## config.mk

```make
export PLATFORM = sky130hd
export DESIGN_NAME = neural_layer_engine
export DESIGN_NICKNAME = d
export VERILOG_FILES = /design/src/rtl/neural_layer_engine.sv
export SDC_FILE = /design/constraint.sdc
export NUM_CORES = 1
export LEC_CHECK = 0
export ABC_AREA = 1
export CAP_MARGIN = 20
export CORE_MARGIN = 5
export CORE_UTILIZATION = 64
export CTS_BUF_LIST = sky130_fd_sc_hd__clkbuf_8
export DETAILED_ROUTE_END_ITERATION = 6
export DONT_BUFFER_PORTS = 1
export GPL_TIMING_DRIVEN = 0
export HOLD_SLACK_MARGIN = 0.06
export PLACE_DENSITY = 0.8
export REMOVE_ABC_BUFFERS = 1
export SLEW_MARGIN = 0
export SYNTH_ARGS = -nofsm -noshare
export SYNTH_HDL_FRONTEND = slang
export SYNTH_SLANG_ARGS = --single-unit
```

## constraint.sdc

```tcl
create_clock -name clk -period 7.48 [get_ports clk]
set_clock_uncertainty 0.2 [all_clocks]
set_input_delay 1.496 -clock clk [delete_from_list [all_inputs] [get_ports clk]]
set_output_delay 1.496 -clock clk [all_outputs]
set_load 0.05 [all_outputs]
```

## src/rtl/neural_layer_engine.sv

```systemverilog
// Fully-connected layer engine: streams weights and input neurons from two
// synchronous-read memories, accumulates one dot product per output neuron.
module neural_layer_engine #(
  parameter int DW   = 8,
  parameter int AW   = 8,
  parameter int ACCW = 2*DW+8,
  parameter int FRAC = 0
) (
  input  logic          clk,
  input  logic          reset,
  input  logic          start,
  input  logic [AW-1:0] n_in,
  input  logic [AW-1:0] n_out,
  input  logic [AW-1:0] w_base,
  input  logic [AW-1:0] x_base,
  input  logic [AW-1:0] y_base,
  input  logic          relu_en,
  output logic [AW-1:0] w_addr,
  input  logic [DW-1:0] w_data,
  output logic [AW-1:0] x_addr,
  input  logic [DW-1:0] x_data,
  output logic [AW-1:0] y_addr,
  output logic [DW-1:0] y_data,
  output logic          y_we,
  output logic          busy,
  output logic          done,
  output logic          err
);

  typedef enum logic [2:0] {S_IDLE, S_RUN, S_DRAIN, S_WRITE, S_DONE} state_t;

  localparam logic signed [ACCW-1:0] SAT_MAX = ACCW'((1 <<< (DW-1)) - 1);
  localparam logic signed [ACCW-1:0] SAT_MIN = -SAT_MAX - ACCW'(1);

  state_t                 r_state;
  state_t                 w_next;
  logic        [AW-1:0]   r_n_in;
  logic        [AW-1:0]   r_n_out;
  logic        [AW-1:0]   r_x_base;
  logic        [AW-1:0]   r_y_base;
  logic                   r_relu;
  logic                   r_err;
  logic        [AW-1:0]   r_i;
  logic        [AW-1:0]   r_j;
  logic        [AW-1:0]   r_w_addr;
  logic        [AW-1:0]   r_x_addr;
  logic signed [ACCW-1:0] r_acc;

  logic                   w_legal;
  logic                   w_last_i;
  logic                   w_last_j;
  logic signed [2*DW-1:0] w_prod;
  logic signed [ACCW-1:0] w_prod_ext;
  logic signed [ACCW-1:0] w_shift;

  function automatic logic signed [ACCW-1:0] act_f(input logic signed [ACCW-1:0] v,
                                                   input logic relu);
    return (relu && (v < 0)) ? '0 : v;
  endfunction

  function automatic logic [DW-1:0] sat_f(input logic signed [ACCW-1:0] v);
    logic signed [ACCW-1:0] c;
    c = v;
    if (v > SAT_MAX) c = SAT_MAX;
    else if (v < SAT_MIN) c = SAT_MIN;
    return c[DW-1:0];
  endfunction

  assign w_legal    = (n_in != '0) && (n_out != '0);
  assign w_last_i   = (r_i == r_n_in - AW'(1));
  assign w_last_j   = (r_j == r_n_out - AW'(1));
  assign w_prod     = $signed(w_data) * $signed(x_data);
  assign w_prod_ext = ACCW'(w_prod);
  assign w_shift    = r_acc >>> FRAC;

  always_ff @(posedge clk) begin
    if (reset) r_state <= S_IDLE;
    else       r_state <= w_next;
  end

  always_comb begin
    w_next = r_state;
    busy   = 1'b0;
    done   = 1'b0;
    err    = 1'b0;
    y_we   = 1'b0;
    case (r_state)
      S_IDLE:  if (start) w_next = w_legal ? S_RUN : S_DONE;
      S_RUN: begin
        busy = 1'b1;
        if (w_last_i) w_next = S_DRAIN;
      end
      S_DRAIN: begin
        busy   = 1'b1;
        w_next = S_WRITE;
      end
      S_WRITE: begin
        busy   = 1'b1;
        y_we   = 1'b1;
        w_next = w_last_j ? S_DONE : S_RUN;
      end
      S_DONE: begin
        done   = 1'b1;
        err    = r_err;
        w_next = S_IDLE;
      end
      default: w_next = S_IDLE;
    endcase
  end

  // Addresses advance by one per RUN cycle; the weight pointer simply keeps
  // counting across neurons, which equals w_base + j*n_in + i modulo 2^AW.
  always_ff @(posedge clk) begin
    if (reset) begin
      r_n_in   <= '0;
      r_n_out  <= '0;
      r_x_base <= '0;
      r_y_base <= '0;
      r_relu   <= 1'b0;
      r_err    <= 1'b0;
      r_i      <= '0;
      r_j      <= '0;
      r_w_addr <= '0;
      r_x_addr <= '0;
      r_acc    <= '0;
    end else begin
      case (r_state)
        S_IDLE: if (start) begin
          r_n_in   <= n_in;
          r_n_out  <= n_out;
          r_x_base <= x_base;
          r_y_base <= y_base;
          r_relu   <= relu_en;
          r_err    <= !w_legal;
          r_i      <= '0;
          r_j      <= '0;
          r_acc    <= '0;
          if (w_legal) begin
            r_w_addr <= w_base;
            r_x_addr <= x_base;
          end
        end
        S_RUN: begin
          if (r_i != '0) r_acc <= r_acc + w_prod_ext;
          if (!w_last_i) begin
            r_i      <= r_i + AW'(1);
            r_w_addr <= r_w_addr + AW'(1);
            r_x_addr <= r_x_addr + AW'(1);
          end
        end
        S_DRAIN: r_acc <= r_acc + w_prod_ext;
        S_WRITE: begin
          r_acc <= '0;
          r_i   <= '0;
          if (!w_last_j) begin
            r_j      <= r_j + AW'(1);
            r_w_addr <= r_w_addr + AW'(1);
            r_x_addr <= r_x_base;
          end
        end
        default: ;
      endcase
    end
  end

  assign w_addr = r_w_addr;
  assign x_addr = r_x_addr;
  assign y_addr = r_y_base + r_j;
  assign y_data = sat_f(act_f(w_shift, r_relu));

endmodule

```

==> impl_results.md, run 1 <==
* Distinct cells, synth at 49
* Avg Cell Area, Syn at around 7.3 um^2
* Via count at 8,237
* Leakage at 0.00496 uW
* Htree depth at 3
* Final GP Congestion at 0.947
* Via/cell ratio at 5.56
* VDD IR max at roughly 0.00026 V
* Crit-path max cell delay at 0.58 ns
* Yosys reg bits at 93
* Final setup fails at 0
* Top layer in use: met5
* Most used cell, CP: fa_1
* DIE HEIGHT at 133 um
* First-pass GRT wire length at 39,400 um
* WL met3 at ~1500 um
* Met1 wire length at 9340 um
* Fin cells at 1,481
* Min Tclk post-route at 6.33 ns
* DRT iter0 DRCs at 347
* Cell Pwr Density at about 480 nW/um^2
* Ranking of synthesized cells by area: fa_1 (22%), dfxtp_1 (19%), nand2_1 (11%), ha_1 (8.8%), inv_1 (8.2%)
* Final Cycle Share at 84.6%
* RSZ-0062 raised after global routing: false
* Worst skew pair latency at 0.37 ns
* Hold Buf Count CTS at 0
* Gates resized, CTS repair at 0
* CTS tree: yes
* Cell taking the most area after synthesis: fa_1
* Sink Count at 93
* GR Overflow Total at 0
* Pin count of the biggest net entering global routing at 55
* Final WL at between 20,000 and 25,000 um
* Ys Warns at 0
* Hold depth at 2
* Number of global-route vias before repair at 8,534
* Share of layout cells above drive strength 1 at 4.80%
* IO Port Bufs at 0
* HPWL after detailed placement at ~18,000 um
* Placed instance area at 9790 um^2
* Worst slew pin tran at 1.09 ns
* WP data arrival at around 6.4 ns
* Gate Count Post-Synth at 1,319
* DRC violations left at 0
* Post-Syn Area at 9690 um^2
* Ant diodes at 0
* Hold slack at 0.262 ns
* Clk root buf: clkbuf_8
* Reg2Reg Depth at 18
* CP Data Required Time at 7.55 ns
* Slew HR at 26.5%
* Longest Clk Path Bufs at 2
* Asr flop ratio synth at 0%
* Cell Chain, Critical Path: clkinv_1 -> or2_2 -> fa_1 -> fa_1 -> inv_1 -> fa_1 -> fa_1 -> fa_1 -> ha_1 -> nand2_1 -> nor2_1 -> inv_1 -> o21ai_1 -> a21boi_0 -> or2_0 -> nand3_1 -> a21oi_1
* Crit-path max FO at 9
* Starting density of the core at 64.5%
* DIE AREA at roughly 18,000 um^2
* Peak Freq at 158 MHz
* Slowest stage cell, crit path: fa_1
* Post-synth EDFFs at 0
* Synth top area share at between 20% and 30%
* Cell Count Post-Placement at around 1,500
* Post-synth top cells: nand2_1 (295), inv_1 (213), nor2_1 (117)
* Max-slew violations at 0
* Total GRT Usage at 26.4%
* Max Cap Violations at 0
* Ys flop type: dfxtp_1
* Worst setup EP type: flip-flop
* HP Class: reg2reg
* Layout Nets at 1,521
* Layout area overhead at 3.74%
* Crit path kind: in2reg
* CTS buffer count at 9
* Setup TNS at 0 ns
* Row Count at between 40 and 50
* Outcome: finished, final reports clean
* Wire length per cell at 15.0 um
* DRT antenna net count at 0
* WL met2 at 11,000 um
* Chip width at ~130 um
* Design area at 10,100 um^2
* Post-CTS setup buffer count at 0
* # IOs at 96
* First-pass detailed-route iteration total at 5
* Hold Vio Cnt, Final at 0
* Initial antenna violation count at 1
* CP startpoint kind: primary input
* Clock-pin slew on the worst setup and hold paths at 0.10 ns
* CORE AREA at roughly 15,000 um^2
* Post-synthesis sequential area ratio at 19.2%
* Count leader, synth: nand2_1
[cells in the final DEF (no fill, tap or decap), types with 2 or more instances in the layout]
master	count
o21ai_1	5
bufinv_16	4
xnor2_1	16
nor2_4	4
fa_1	105
nand4_1	22
inv_1	213
o21bai_1	8
clkbuf_8	9
nand2_4	3
nand2_2	3
dfxtp_1	93
clkinv_1	3
mux2i_1	2
a21oi_1	100
nor4_1	10
clkinv_2	2
inv_2	9
ha_1	68
o31ai_2	6
a41oi_1	2
a21boi_0	2
or2_2	6
nor3b_1	4
a221oi_1	5
nand3b_1	3
nor2_1	116
nand2_1	294
nor3_1	10
a21o_1	2
o21ai_0	42
xor2_1	22
nand3_1	75
nor2_8	2
nor2_2	7
[final timing paths]
path	end	start	slack, ns
max	r_acc[13]	x_data[7]	1.15
min	r_x_base[1]	r_x_base[1]	0.26
max reg2reg	r_acc[13]	r_acc[6]	2.54
min reg2reg	r_x_base[1]	r_x_base[1]	0.26
[cell families after synthesis]
family / share of synthesized area (%)
flip-flops: 19.2
buffers and inverters: 10.8
AND/OR/NAND/NOR: 25.7
adder cells (fa/ha/maj): 30.5
multiplexers: 0.207
AO/OA/AOI/OAI: 10.2
XOR/XNOR: 3.43
[sequential cells by signal, indices dropped and copies added (netlist names)]
| register | cells |
|---|---|
| r_x_base | 8 |
| r_n_out | 8 |
| r_i | 8 |
| r_state | 3 |
| w_addr | 8 |
| r_j | 8 |
| x_addr | 8 |
| r_relu | 1 |
| r_acc | 24 |
| r_y_base | 8 |
| r_n_in | 8 |
| r_err | 1 |
[worst max-delay path, delay by kind of cell]
kind	cells	cell delay [ns]
AOI/OAI and AO/OA	3	0.64
adders and majority gates	6	2.96
buffers and inverters	3	0.33
and+or+nand+nor	5	0.96
[metrics by stage]
step / util (%) / setup WS, ns / power, uW
2_1_floorplan: - / 1.20 / 3610
3_3_place_gp: 64.7 / 0.802 / 4220
3_5_place_dp: 65.1 / 0.776 / 4330
4_1_cts: 66.9 / 1.17 / 4810
5_1_grt: 66.9 / 0.768 / 5360
6_report: 66.9 / 1.15 / 4800
[area by class of cell]
class | count | area [um^2]
Clock buffer | 9 | 124
Clock inverter | 7 | 145
Fill cell | 1318 | 4980
Inverter | 226 | 850
Multi-Input combinational cell | 957 | 6830
Sequential cell | 93 | 1860
Tap cell | 188 | 235
Timing Repair Buffer | 1 | 15.0
[report_power, final]
| group | switching [uW] | internal [uW] |
|---|---|---|
| sequential | 296 | 620 |
| combinational | 2240 | 1180 |
| clock | 197 | 259 |
| total | 2740 | 2060 |
[layer usage]
| layer | GRT usage [%] | up-vias |
|---|---|---|
| li1 | - | 4095 |
| met4 | 7.33 | 2 |
| met3 | 5.21 | 48 |
| met2 | 46.4 | 236 |
| met1 | 33.1 | 3856 |
| met5 | 0 | - |
Note: power is estimated with default switching activity, not from simulation.
==> run 2: changes to the inputs <==
clock period = 6.36 ns   (was 7.48 ns; I/O delays follow)
==> impl_results.md, run 2 (synthesis results as in run 1) <==
* Outcome: finished, final reports clean
* Leakage at 0.00495 uW
* Final Cycle Share at between 90% and 100%
* CTS buffer count at 9
* HP Class: reg2reg
* Sink Count at 93
* Flip-flop and latch area at 1860 um^2
* Largest register FFs at 24
* Ant diodes at 0
* Layout area overhead at 3.82%
* Via count at slightly above 8,000
* Gates resized, CTS repair at 0
* Via/cell ratio at about 5.6
* Htree depth at 3
* WP data arrival at 6.07 ns
* Met1 Track Usage GR at between 30% and 40%
* Total power at ~5600 uW
* CTS tree: yes
* CP Buf/Inv Count at 3
* Layout Nets at 1,521
* Worst skew pair latency at roughly 0.37 ns
* Reg2Reg Setup Slack at 1.42 ns
* Top reg by flops: r_acc
* RSZ-0062 raised after global routing: false
* GRT met2 Usage at 46.4%
* Final GP Congestion at about 0.95
* Clock-pin slew on the worst setup and hold paths at 0.10 ns
* DRT iter0 DRCs at 347
* DIE AREA at about 18,000 um^2
* Clk root buf: clkbuf_8
* Post-CTS setup buffer count at 0
* Number of global-route vias before repair at 8,534
* First-pass detailed-route iteration total at 5
* Row Count at 45
* Slowest stage cell, crit path: fa_1
* Most used cell, CP: fa_1
* Top Usage Layer GRT: met2
* Final WS setup at 0.371 ns
* Starting density of the core at between 60 and 70%
* Crit path max-delay family: adder cells
* Longest Clk Path Bufs at 2
* Min Tclk post-route at 5.99 ns
* First-pass GRT wire length at about 39,000 um
* Crit-path max FO at 9
* Filler Cells Inserted at between 1,000 and 1,500
* DRC violations left at 0
* Hold Vio Cnt, Final at 0
* Cell Pwr Density at 561 nW/um^2
* DIE HEIGHT at 133 um
* IO Port Bufs at 0
* Share of layout cells above drive strength 1 at 4.95%
* Multi-input gate area in the final layout at 6830 um^2
* Most frequent cells in the layout: nand2_1 (294), inv_1 (212), nor2_1 (116)
* CP startpoint kind: primary input
* VDD IR max at 0.000303 V
* Crit path kind: in2reg
* Max-slew violations at 0
* Pre-CTS setup slack at -0.120 ns
* Peak Freq at about 170 MHz
* Wire length per cell at ~15 um
* Final WL at 22,300 um
* Grt met3 use at 5.21%
* Pin count of the biggest net entering global routing at 55
* GR Overflow Total at 0
* HPWL after detailed placement at 17,600 um
* Cell Chain, Critical Path: clkinvlp_4 -> or2_2 -> fa_1 -> fa_1 -> inv_1 -> fa_1 -> fa_1 -> fa_1 -> ha_1 -> nand2_1 -> nor2_1 -> inv_1 -> o21ai_1 -> a21boi_0 -> or2_0 -> nand3_1 -> a21oi_1
* Post-Route Utilization at around two thirds
* Chip width at about 130 um
* Worst setup EP type: flip-flop
* Total GRT Usage at 26.4%
* CP Data Required Time at 6.44 ns
* Crit-path max cell delay at 0.58 ns
* Initial antenna violation count at 1
* Final setup fails at 0
* Most common cell after layout, fill and taps aside: nand2_1
* Worst slew pin tran at 1.09 ns
* Slew HR at 26.5%
* DRT antenna net count at 0
* Max Cap Violations at 0
* CORE AREA at 15,000 um^2
* Hold Buf Count CTS at 0
* # IOs at 96
run 2: cell count changes in the layout (fill, tap and decap cells not counted):
| cell | previous run | this run |
|---|---|---|
| clkinvlp_4 | 0 | 2 |
| clkinv_1 | 3 | 2 |
| inv_1 | 213 | 212 |
run 2: path summary, 6_finish.rpt:
| check | from | endpoint | depth (start not counted) |
|---|---|---|---|
| setup / recovery | x_data[7] | r_acc[13] | 17 |
| hold / removal | r_x_base[1] | r_x_base[1] | 2 |
| setup reg to reg | r_acc[6] | r_acc[13] | 18 |
| hold reg to reg | r_x_base[1] | r_x_base[1] | 2 |
run 2: area by class of cell:
cell class | count | area share [%]
timing repair buffer | 1 | 0.149
inverter | 226 | 8.52
sequential | 93 | 18.5
clock inverter | 7 | 1.44
multi-input combinational | 957 | 67.8
tap | 188 | 2.34
clock buffer | 9 | 1.23
run 2: routing by layer:
metal | share of wire [%] | up-vias | wire length [um]
met3 | 6.6 | 49 | 1460
met4 | 2.0 | 2 | 440
met2 | 49 | 233 | 11000
li1 | - | 4096 | -
met1 | 42 | 3858 | 9370
met5 | 0.058 | - | 13
run 2: worst register-to-register path: stages, from the launching register on:
cell      delay (ns)
dfxtp_1         0.34
inv_1           0.08
fa_1            0.54
inv_1           0.05
fa_1            0.50
inv_1           0.05
fa_1            0.49
inv_1           0.06
fa_1            0.43
fa_1            0.44
ha_1            0.37
nand2_1         0.11
nor2_1          0.15
inv_1           0.05
o21ai_1         0.35
a21boi_0        0.23
or2_0           0.24
nand3_1         0.08
a21oi_1         0.06
run 2: where the power goes:
group,total [uW],switching (uW),internal (uW)
Combinational,4030,2640,1390
Sequential,1080,348,729
Clock,536,232,305
run 2: stage by stage:
step                      instance area [um^2]  hold slack (ns)  instances  setup TNS [ns]
after floorplan                           9500            0.232       1276               0
after global placement                    9730            0.243       1464          -0.283
after detailed placement                  9790            0.246       1465          -0.503
after CTS                                10100            0.260       1481               0
after global routing                     10100            0.284       1481               0
final                                    10100            0.262       1481               0
==> run 3: changes to the inputs <==
CORE_MARGIN = 2   (was 5)
CORE_UTILIZATION = 40   (was 64)
PLACE_DENSITY = unset   (was 0.8)
==> impl_results.md, run 3 (synthesis results as in run 1) <==
* RSZ-0062 raised after global routing: false
* Clock-pin slew on the worst setup and hold paths at 0.11 ns
* Wire length per cell at 14.0 um
* Row Count at 56
* Most common cell after layout, fill and taps aside: nand2_1
* CTS buffer count at 9
* Share of layout cells above drive strength 1 at 4.95%
* GR Overflow Total at 0
* Via count at 8,069
* # IOs at between 90 and 100
* Starting density of the core at 41.1%
* DIE HEIGHT at 160 um
* Pin count of the biggest net entering global routing at 55
* Max-slew violations at 0
* Grt met3 use at around 3.5%
* First-pass detailed-route iteration total at 5
* Worst skew pair latency at ~0.4 ns
* Final setup fails at 0
* Layout Nets at 1,521
* Final Cycle Share at between 90 and 100%
* Met1 Track Usage GR at 25.0%
* Slew HR at 24.5%
* Longest Clk Path Bufs at 2
* Sink Count at 93
* Leakage at 0.00491 uW
* Via/cell ratio at 5.01
* Layout area overhead at 4.65%
* Largest register FFs at 24
* Hold_sp: r_x_base[1]
* Final GP Congestion at 0.869
* Total GRT Usage at a little under a fifth
* Htree depth at 3
* CP startpoint kind: primary input
* IO Port Bufs at 0
* VDD IR max at 0.000297 V
* Hold depth at 2
* GRT met2 Usage at a little under a third
* DRC violations left at 0
* Chip width at 160 um
* Worst slew pin tran at 1.12 ns
* Number of global-route vias before repair at 7,879
* Final WL at 22,500 um
* DIE AREA at 25,500 um^2
* Outcome: finished, final reports clean
* Top Usage Layer GRT: met2
* Fin cells at ~1,600
* Top reg by flops: r_acc
* Cell Pwr Density at about 540 nW/um^2
* CTS tree: yes
* CORE AREA at 23,600 um^2
* Crit-path max FO at 9
* Peak Freq at 168 MHz
* Max Cap Violations at 0
* DRT antenna net count at 0
* CP Data Required Time at about 6.5 ns
* HPWL after detailed placement at 17,900 um
* Crit path kind: in2reg
* Worst setup EP type: flip-flop
* Reg2Reg Setup Slack at 1.44 ns
* Setup TNS at 0 ns
* Hold Path Sink: r_x_base[1]
* First-pass GRT wire length at ~39,000 um
* Worst reg2reg startpoint: r_acc[6]
* Clk root buf: clkbuf_8
* Ant diodes at 0
* Initial antenna violation count at 0
* Most frequent cells in the layout: nand2_1 (294), inv_1 (213), nor2_1 (116)
* Min Tclk post-route at 5.97 ns
* WP data arrival at 6.07 ns
* RR Endpoint: r_acc[14]
* Cell Count Post-Placement at approximately 1,600
* DRT iter0 DRCs at slightly above 400
* Crit. Startpoint: x_data[7]
* HP Class: reg2reg
* Reg2Reg Depth at 19
* Filler Cells Inserted at 2,460
* Hold Vio Cnt, Final at 0
[run 3: changes by cell type in the layout (fill, tap and decap cells not counted)]
cell / change
inv_6: +1
buf_4: +1
clkinv_2: -1
o21ai_1: -1
o21ai_2: +1
clkinvlp_4: +1
clkinv_4: +1
buf_8: -1
clkinv_8: +1
inv_1: +1
bufinv_16: -4
[run 3: power by group]
part	switching, uW	internal (uW)
Combinational	2640	1390
Sequential	352	729
Clock	254	152
Total	3250	2270
[run 3: worst max path at each step]
| stage | slack, ns | cells past startpoint | to |
|---|---|---|---|
| finish | 0.39 | 18 | r_acc[14] |
| global route | 0.03 | 19 | r_acc[22] |
| CTS | 0.26 | 17 | r_acc[13] |
| detailed placement | -0.14 | 17 | r_acc[13] |
| global placement | -0.18 | 18 | r_acc[14] |
| floorplan | 0.31 | 18 | r_acc[14] |
[run 3: timing repair]
action,in CTS,in global routing
gates resized for setup,0,2
hold buffers,0,0
setup buffers,0,0
endpoints found under the setup margin,0,5
[run 3: critical path, stage by stage]
cell	delay (ns)
clkinvlp_4	0.16
or2_2	0.35
fa_1	0.52
fa_1	0.56
inv_1	0.06
fa_1	0.52
fa_1	0.59
fa_1	0.43
ha_1	0.37
a21oi_1	0.22
nand2_1	0.11
a21oi_1	0.23
inv_1	0.09
nand2_1	0.06
nand2_1	0.11
or2_2	0.30
nand3_1	0.07
a21oi_1	0.06
[run 3: cell type report]
cell class,count,area [um^2],share of cell area (%)
Tap cell,319,399,3.93
Sequential cell,93,1860,18.4
Inverter,226,853,8.41
Timing Repair Buffer,1,7.51,0.0740
Clock inverter,7,68.8,0.678
Clock buffer,9,124,1.22
Multi-Input combinational cell,957,6830,67.3
[run 3: per-layer routing]
metal / vias to the layer above / wire length (um)
met2: 165 / 10500
met3: 20 / 1250
li1: 4098 / -
met1: 3786 / 10400
met5: - / 0
met4: 0 / 326
[run 3: stage by stage]
stage | setup slack [ns] | util (%) | hold slack, ns | total power, uW | cell area [um^2]
4_1_cts | 0.260 | 42.9 | 0.261 | 5570 | 10100
6_report | 0.391 | 43.0 | 0.261 | 5520 | 10100
3_3_place_gp | -0.185 | 41.9 | 0.242 | 5060 | 9900
5_1_grt | 0.0332 | 43.0 | 0.283 | 6170 | 10100
2_1_floorplan | 0.309 | - | 0.232 | 4240 | 9500
3_5_place_dp | -0.136 | 42.1 | 0.247 | 5120 | 9940
==> edit 1 (settings of run 1) <==
Reset style: asynchronous (`reset`), changed in 2 clocked blocks.
--- a/src/rtl/neural_layer_engine.sv
+++ b/src/rtl/neural_layer_engine.sv
@@ -73,7 +73,7 @@
   assign w_prod_ext = ACCW'(w_prod);
   assign w_shift    = r_acc >>> FRAC;
 
-  always_ff @(posedge clk) begin
+  always_ff @(posedge clk or posedge reset) begin
     if (reset) r_state <= S_IDLE;
     else       r_state <= w_next;
   end
@@ -110,7 +110,7 @@
 
   // Addresses advance by one per RUN cycle; the weight pointer simply keeps
   // counting across neurons, which equals w_base + j*n_in + i modulo 2^AW.
-  always_ff @(posedge clk) begin
+  always_ff @(posedge clk or posedge reset) begin
     if (reset) begin
       r_n_in   <= '0;
       r_n_out  <= '0;
Formal check against the unedited RTL: differs if reset is asserted again (counterexample within 4 cycles, from zero or initial values and one cycle with reset high); with reset held inactive, the same outputs for 4 cycles.
==> edit 1 against run 1 <==
Synthesized area up 2.7%. Wire length down 0.35%. Count of clock-buffer cells in the layout up 1. Cell area up 2.8%. Sequential cell count unchanged. Hold slack better by 29 ps. Non-clock buffer count up 1. Setup slack better by 68 ps. Critical path type unchanged.
Power is not shown: default switching activity piles up to over one toggle a cycle in this logic, so the estimate is an artifact.
==> edit 1: results (changes against run 1) <==
worst_setup_path:
  reg2regPathDepth: 23  # was 18
  cp_max_fo: 9  # unchanged
  rr_endpoint: "r_acc[20]$_DFFE_PP0P_"  # was r_acc[13]$_SDFFE_PP0P_
  crit_start: "x_data[7]"  # unchanged
  rrSetupSlack_ps: 2520  # was 2540 ps
  arrival_ps: 6360  # was 6400 ps
  reg2reg_from: "r_acc[4]$_DFFE_PP0P_"  # was r_acc[6]$_SDFFE_PP0P_
  slowest_delay_ps: 590
  worst_setup_path_start_kind: "primary input"  # unchanged
cts:
  clock_latency_ps: 380
  clock_path_buffers: 2  # unchanged
  clk_pin_slew_ps: 90
drt:
  totalWireLength_mm: 22.17  # was 22.24 mm
  met2_length_mm: 10.88  # was 10.95 mm
  wl_met1_mm: 9.676  # was 9.338 mm
  highest_layer: "met4"  # was met5
  vias_per_cell: 5.447  # was 5.562
  dr_wl_met3_mm: 1.270  # was 1.506 mm
  first_iter_violations: 552  # was 347
  wire_per_inst_microns: 14.71  # was 15.02 microns
yosys:
  synthTopCellsByCount: "nand2_1 (387), inv_1 (233), fa_1 (105), dfrtp_1 (93), nor2_1 (86)"  # was nand2_1 (295), inv_1 (213), nor2_1 (117), fa_1 (105), a21oi_1 (100)
  syn-instance-count: 1315  # was 1,319
  synthTopCellsByArea: "dfrtp_1 (23%), fa_1 (21%), nand2_1 (15%)"  # was fa_1 (22%), dfxtp_1 (19%), nand2_1 (11%)
  synth.distinct_cells: 42  # was 49
  synth.yosys.seq_area_share_pct: 23.37  # was 19.20%
  synthArstFlopShare_pct: 100.0  # was 0%
placed_design:
  dp_hpwl_mm: 17.78  # was 17.62 mm
  routabilityCongestion: 0.9341  # was 0.9472
  dp_slack_ps: 821.7  # was 775.6 ps
  placedCellCount: 1493  # was 1,465
outcome:
  status: "finished clean"  # unchanged
min_path:
  min_to: "r_y_base[4]$_DFFE_PP0P_"  # was r_x_base[1]$_SDFFE_PP0P_
  worstHoldStart: "r_y_base[4]$_DFFE_PP0P_"  # was r_x_base[1]$_SDFFE_PP0P_
global_routing:
  grt_use_met2_pct: 43.75  # was 46.42%
  use_met1_pct: 35.68  # was 33.06%
  grt_pass1_vias: 8237  # was 8,534
  grt_pass1_wl_mm: 38.97  # was 39.36 mm
  antenna_found_initial: 0  # was 1
  grt_usage_pct: 26.21  # was 26.40%
  gr-usage-met3_pct: 5.328  # was 5.209%
  grt_max_degree: 57  # was 55
sta:
  slew_violations: 0  # unchanged
  slew_headroom_pct: 23.50  # was 26.48%
  fmax_mhz: 159.7  # was 158.0 MHz
  fin_hold_ws_ps: 290.7  # was 262.1 ps
layout:
  nFillCells: 1300  # was 1,318
  drive_gt1_share_pct: 3.781  # was 4.795%
  finish.instance_area_sq_mm: 0.01033  # was 0.01006 sq mm
  largest_reg_flops: 24  # unchanged
edit 1: changes by cell type in the layout (fill, tap and decap cells not counted), sizes merged, moves of 6 or more:
cell           run 1  this run
o21ai             47        68
o21bai             8         0
dfrtp              0        93
inv              224       238
nand3             76        67
dfxtp             93         0
o22ai              0         6
nor2             129        94
a21oi            100        31
nand2            300       392
edit 1: worst min-delay path: cells and delay by family (launching register included):
family,cells,cell delay [ps]
simple gates,2,100
flops,1,360
edit 1: layout make-up:
type                            instances  share of cell area, %
Inverter                              238                  8.693
Tap cell                              211                  2.554
Clock inverter                          4                 0.4843
Multi-Input combinational cell        949                  63.89
Timing Repair Buffer                    2                 0.5327
Sequential cell                        93                  22.52
Clock buffer                           10                  1.332
edit 1: logic make-up (layout without fill, tap and decap cells):
kind of cell	after synthesis	after routing	share of synthesized area [%]
and+or+nand+nor	611	611	25.81
buffers and inverters	273	254	10.74
adders and majority gates	173	173	29.66
AOI/OAI and AO/OA	128	128	7.163
DFF	93	93	23.37
xor gates and xnor gates	37	37	3.255
==> edit 2 (config.mk and constraints of run 1) <==
Without the edit above. `DW`: 8 -> 6.
--- a/src/rtl/neural_layer_engine.sv
+++ b/src/rtl/neural_layer_engine.sv
@@ -1,7 +1,7 @@
 // Fully-connected layer engine: streams weights and input neurons from two
 // synchronous-read memories, accumulates one dot product per output neuron.
 module neural_layer_engine #(
-  parameter int DW   = 8,
+  parameter int DW   = 6,
   parameter int AW   = 8,
   parameter int ACCW = 2*DW+8,
   parameter int FRAC = 0
Interface: changed (resized w_data, x_data and y_data); port bits go from 96 to 90. The function was not compared with the original's and may differ.
==> edit 2 against run 1 <==
Total power fell by 25%. Sequential cell count is 4 lower. Synthesized area shrank 17%. Setup slack improved by 310 ps. Cell area decreased by 17%. Critical path depth grew 2. Non-clock buffer count rose by 1. Wire length decreased by 21%. Register-to-register slack improved by 900 ps. Largest power group unchanged.
==> edit 2: results (changes against run 1) <==
layout:
  nFillCells: 1128  # was 1,318
  num-nets-final: 1311  # was 1,521
  clkCellAreaFrac_pct: 1.809  # was 2.675%
  multi_input_cells: 814  # was 957
  multi_input_area_sq_mm: 0.005253  # was 0.006827 sq mm
  register_area_sq_mm: 0.001782  # was 0.001862 sq mm
  nNonClkBuffers: 2  # was 1
  inv_count: 228  # was 226
  n_sequential_cell: 89  # was 93
  nonClkBufAreaFrac_pct: 0.5125  # was 0.1493%
drt:
  first_iter_violations: 498  # was 347
  first_pass_iters: 6  # was 5
  vias: 7093  # was 8,237
  vias_per_cell: 5.378  # was 5.562
  dr_wl_met3_mm: 1.068  # was 1.506 mm
  highest_layer: "met4"  # was met5
  wl_met1_mm: 8.053  # was 9.338 mm
  totalWireLength_mm: 17.65  # was 22.24 mm
  met2_length_mm: 8.264  # was 10.95 mm
yosys:
  synthTopCellsByArea: "dfxtp_1 (22%), fa_1 (13%), nand2_1 (12%)"  # was fa_1 (22%), dfxtp_1 (19%), nand2_1 (11%)
  synth.yosys.seq_area_share_pct: 22.17  # was 19.20%
  synth.distinct_cells: 47  # was 49
  synthTopCellsByCount: "nand2_1 (252), inv_1 (214), a21oi_1 (92), dfxtp_1 (89), nor2_1 (85)"  # was nand2_1 (295), inv_1 (213), nor2_1 (117), fa_1 (105), a21oi_1 (100)
global_routing:
  gr-usage-met3_pct: 5.292  # was 5.209%
  antenna_found_initial: 0  # was 1
  grt_usage_pct: 24.77  # was 26.40%
  grt_use_met2_pct: 40.88  # was 46.42%
  grt_max_degree: 59  # was 55
  grt_pass1_vias: 6739  # was 8,534
  use_met1_pct: 33.06  # about the same
  grt_pass1_wl_mm: 30.27  # was 39.36 mm
worst_setup_path:
  rrSetupSlack_ps: 3440  # was 2540 ps
  reg2regPathDepth: 15  # was 18
  slowest_delay_ps: 660  # was 580 ps
  reg2reg_from: "r_acc[5]$_SDFFE_PP0P_"  # was r_acc[6]$_SDFFE_PP0P_
  rr_endpoint: "r_acc[10]$_SDFFE_PP0P_"  # was r_acc[13]$_SDFFE_PP0P_
  cp_max_fo: 7  # was 9
  crit_start: "x_data[0]"  # was x_data[7]
sta:
  layout_setup_ws_ps: 1461  # was 1151 ps
  slew_headroom_pct: 22.29  # was 26.48%
pwr:
  vdd_drop_max_v: 0.0002516  # was 0.0002573 V
  p_leak_nw: 4.151  # was 4.957 nW
placed_design:
  dp_slack_ps: 1111  # was 775.6 ps
  dp_hpwl_mm: 13.79  # was 17.62 mm
outcome:
  status: "finished clean"  # unchanged
## edit 2: report_power, final
part	switching (mW)	internal, mW
combinational	1.66	0.784
clock	0.166	0.114
sequential	0.271	0.593
## edit 2: logic make-up after synthesis
group           after synthesis  share of synthesized area [%]
simple gates                508                          28.79
buf+inv                     256                          12.53
compound gates              164                          10.98
fa+ha+maj                   111                          22.14
flops                        89                          22.17
xor+xnor                     30                          3.269
mux                           1                         0.1246
## edit 2: critical path, delay by kind of cell
kind	cells	cell delay (ps)
adder cells (fa/ha/maj)	5	2670
AO/OA/AOI/OAI	3	730
buffers and inverters	5	620
AND/OR/NAND/NOR	6	590
## edit 2: how the worst min path moves through the flow
stage / start / endpoint / slack, ps / depth (start not counted)
after CTS: r_x_base[5]$_SDFFE_PP0P_ / r_x_base[5]$_SDFFE_PP0P_ / 260 / 2
after detailed placement: r_x_base[6]$_SDFFE_PP0P_ / r_x_base[6]$_SDFFE_PP0P_ / 240 / 2
after global routing: r_x_base[4]$_SDFFE_PP0P_ / r_x_base[4]$_SDFFE_PP0P_ / 270 / 2
after floorplan: r_x_base[5]$_SDFFE_PP0P_ / r_x_base[5]$_SDFFE_PP0P_ / 230 / 2
after global placement: r_x_base[5]$_SDFFE_PP0P_ / r_x_base[5]$_SDFFE_PP0P_ / 240 / 2
final: r_x_base[5]$_SDFFE_PP0P_ / r_x_base[5]$_SDFFE_PP0P_ / 250 / 2
## edit 2: stage by stage
step | utilization (%) | power (mW)
detailed placement | 65.26 | 3.295
global placement | 65.00 | 3.223
floorplan | - | 2.839
CTS | 66.47 | 3.583
global route | 66.59 | 3.988
finish | 66.59 | 3.592
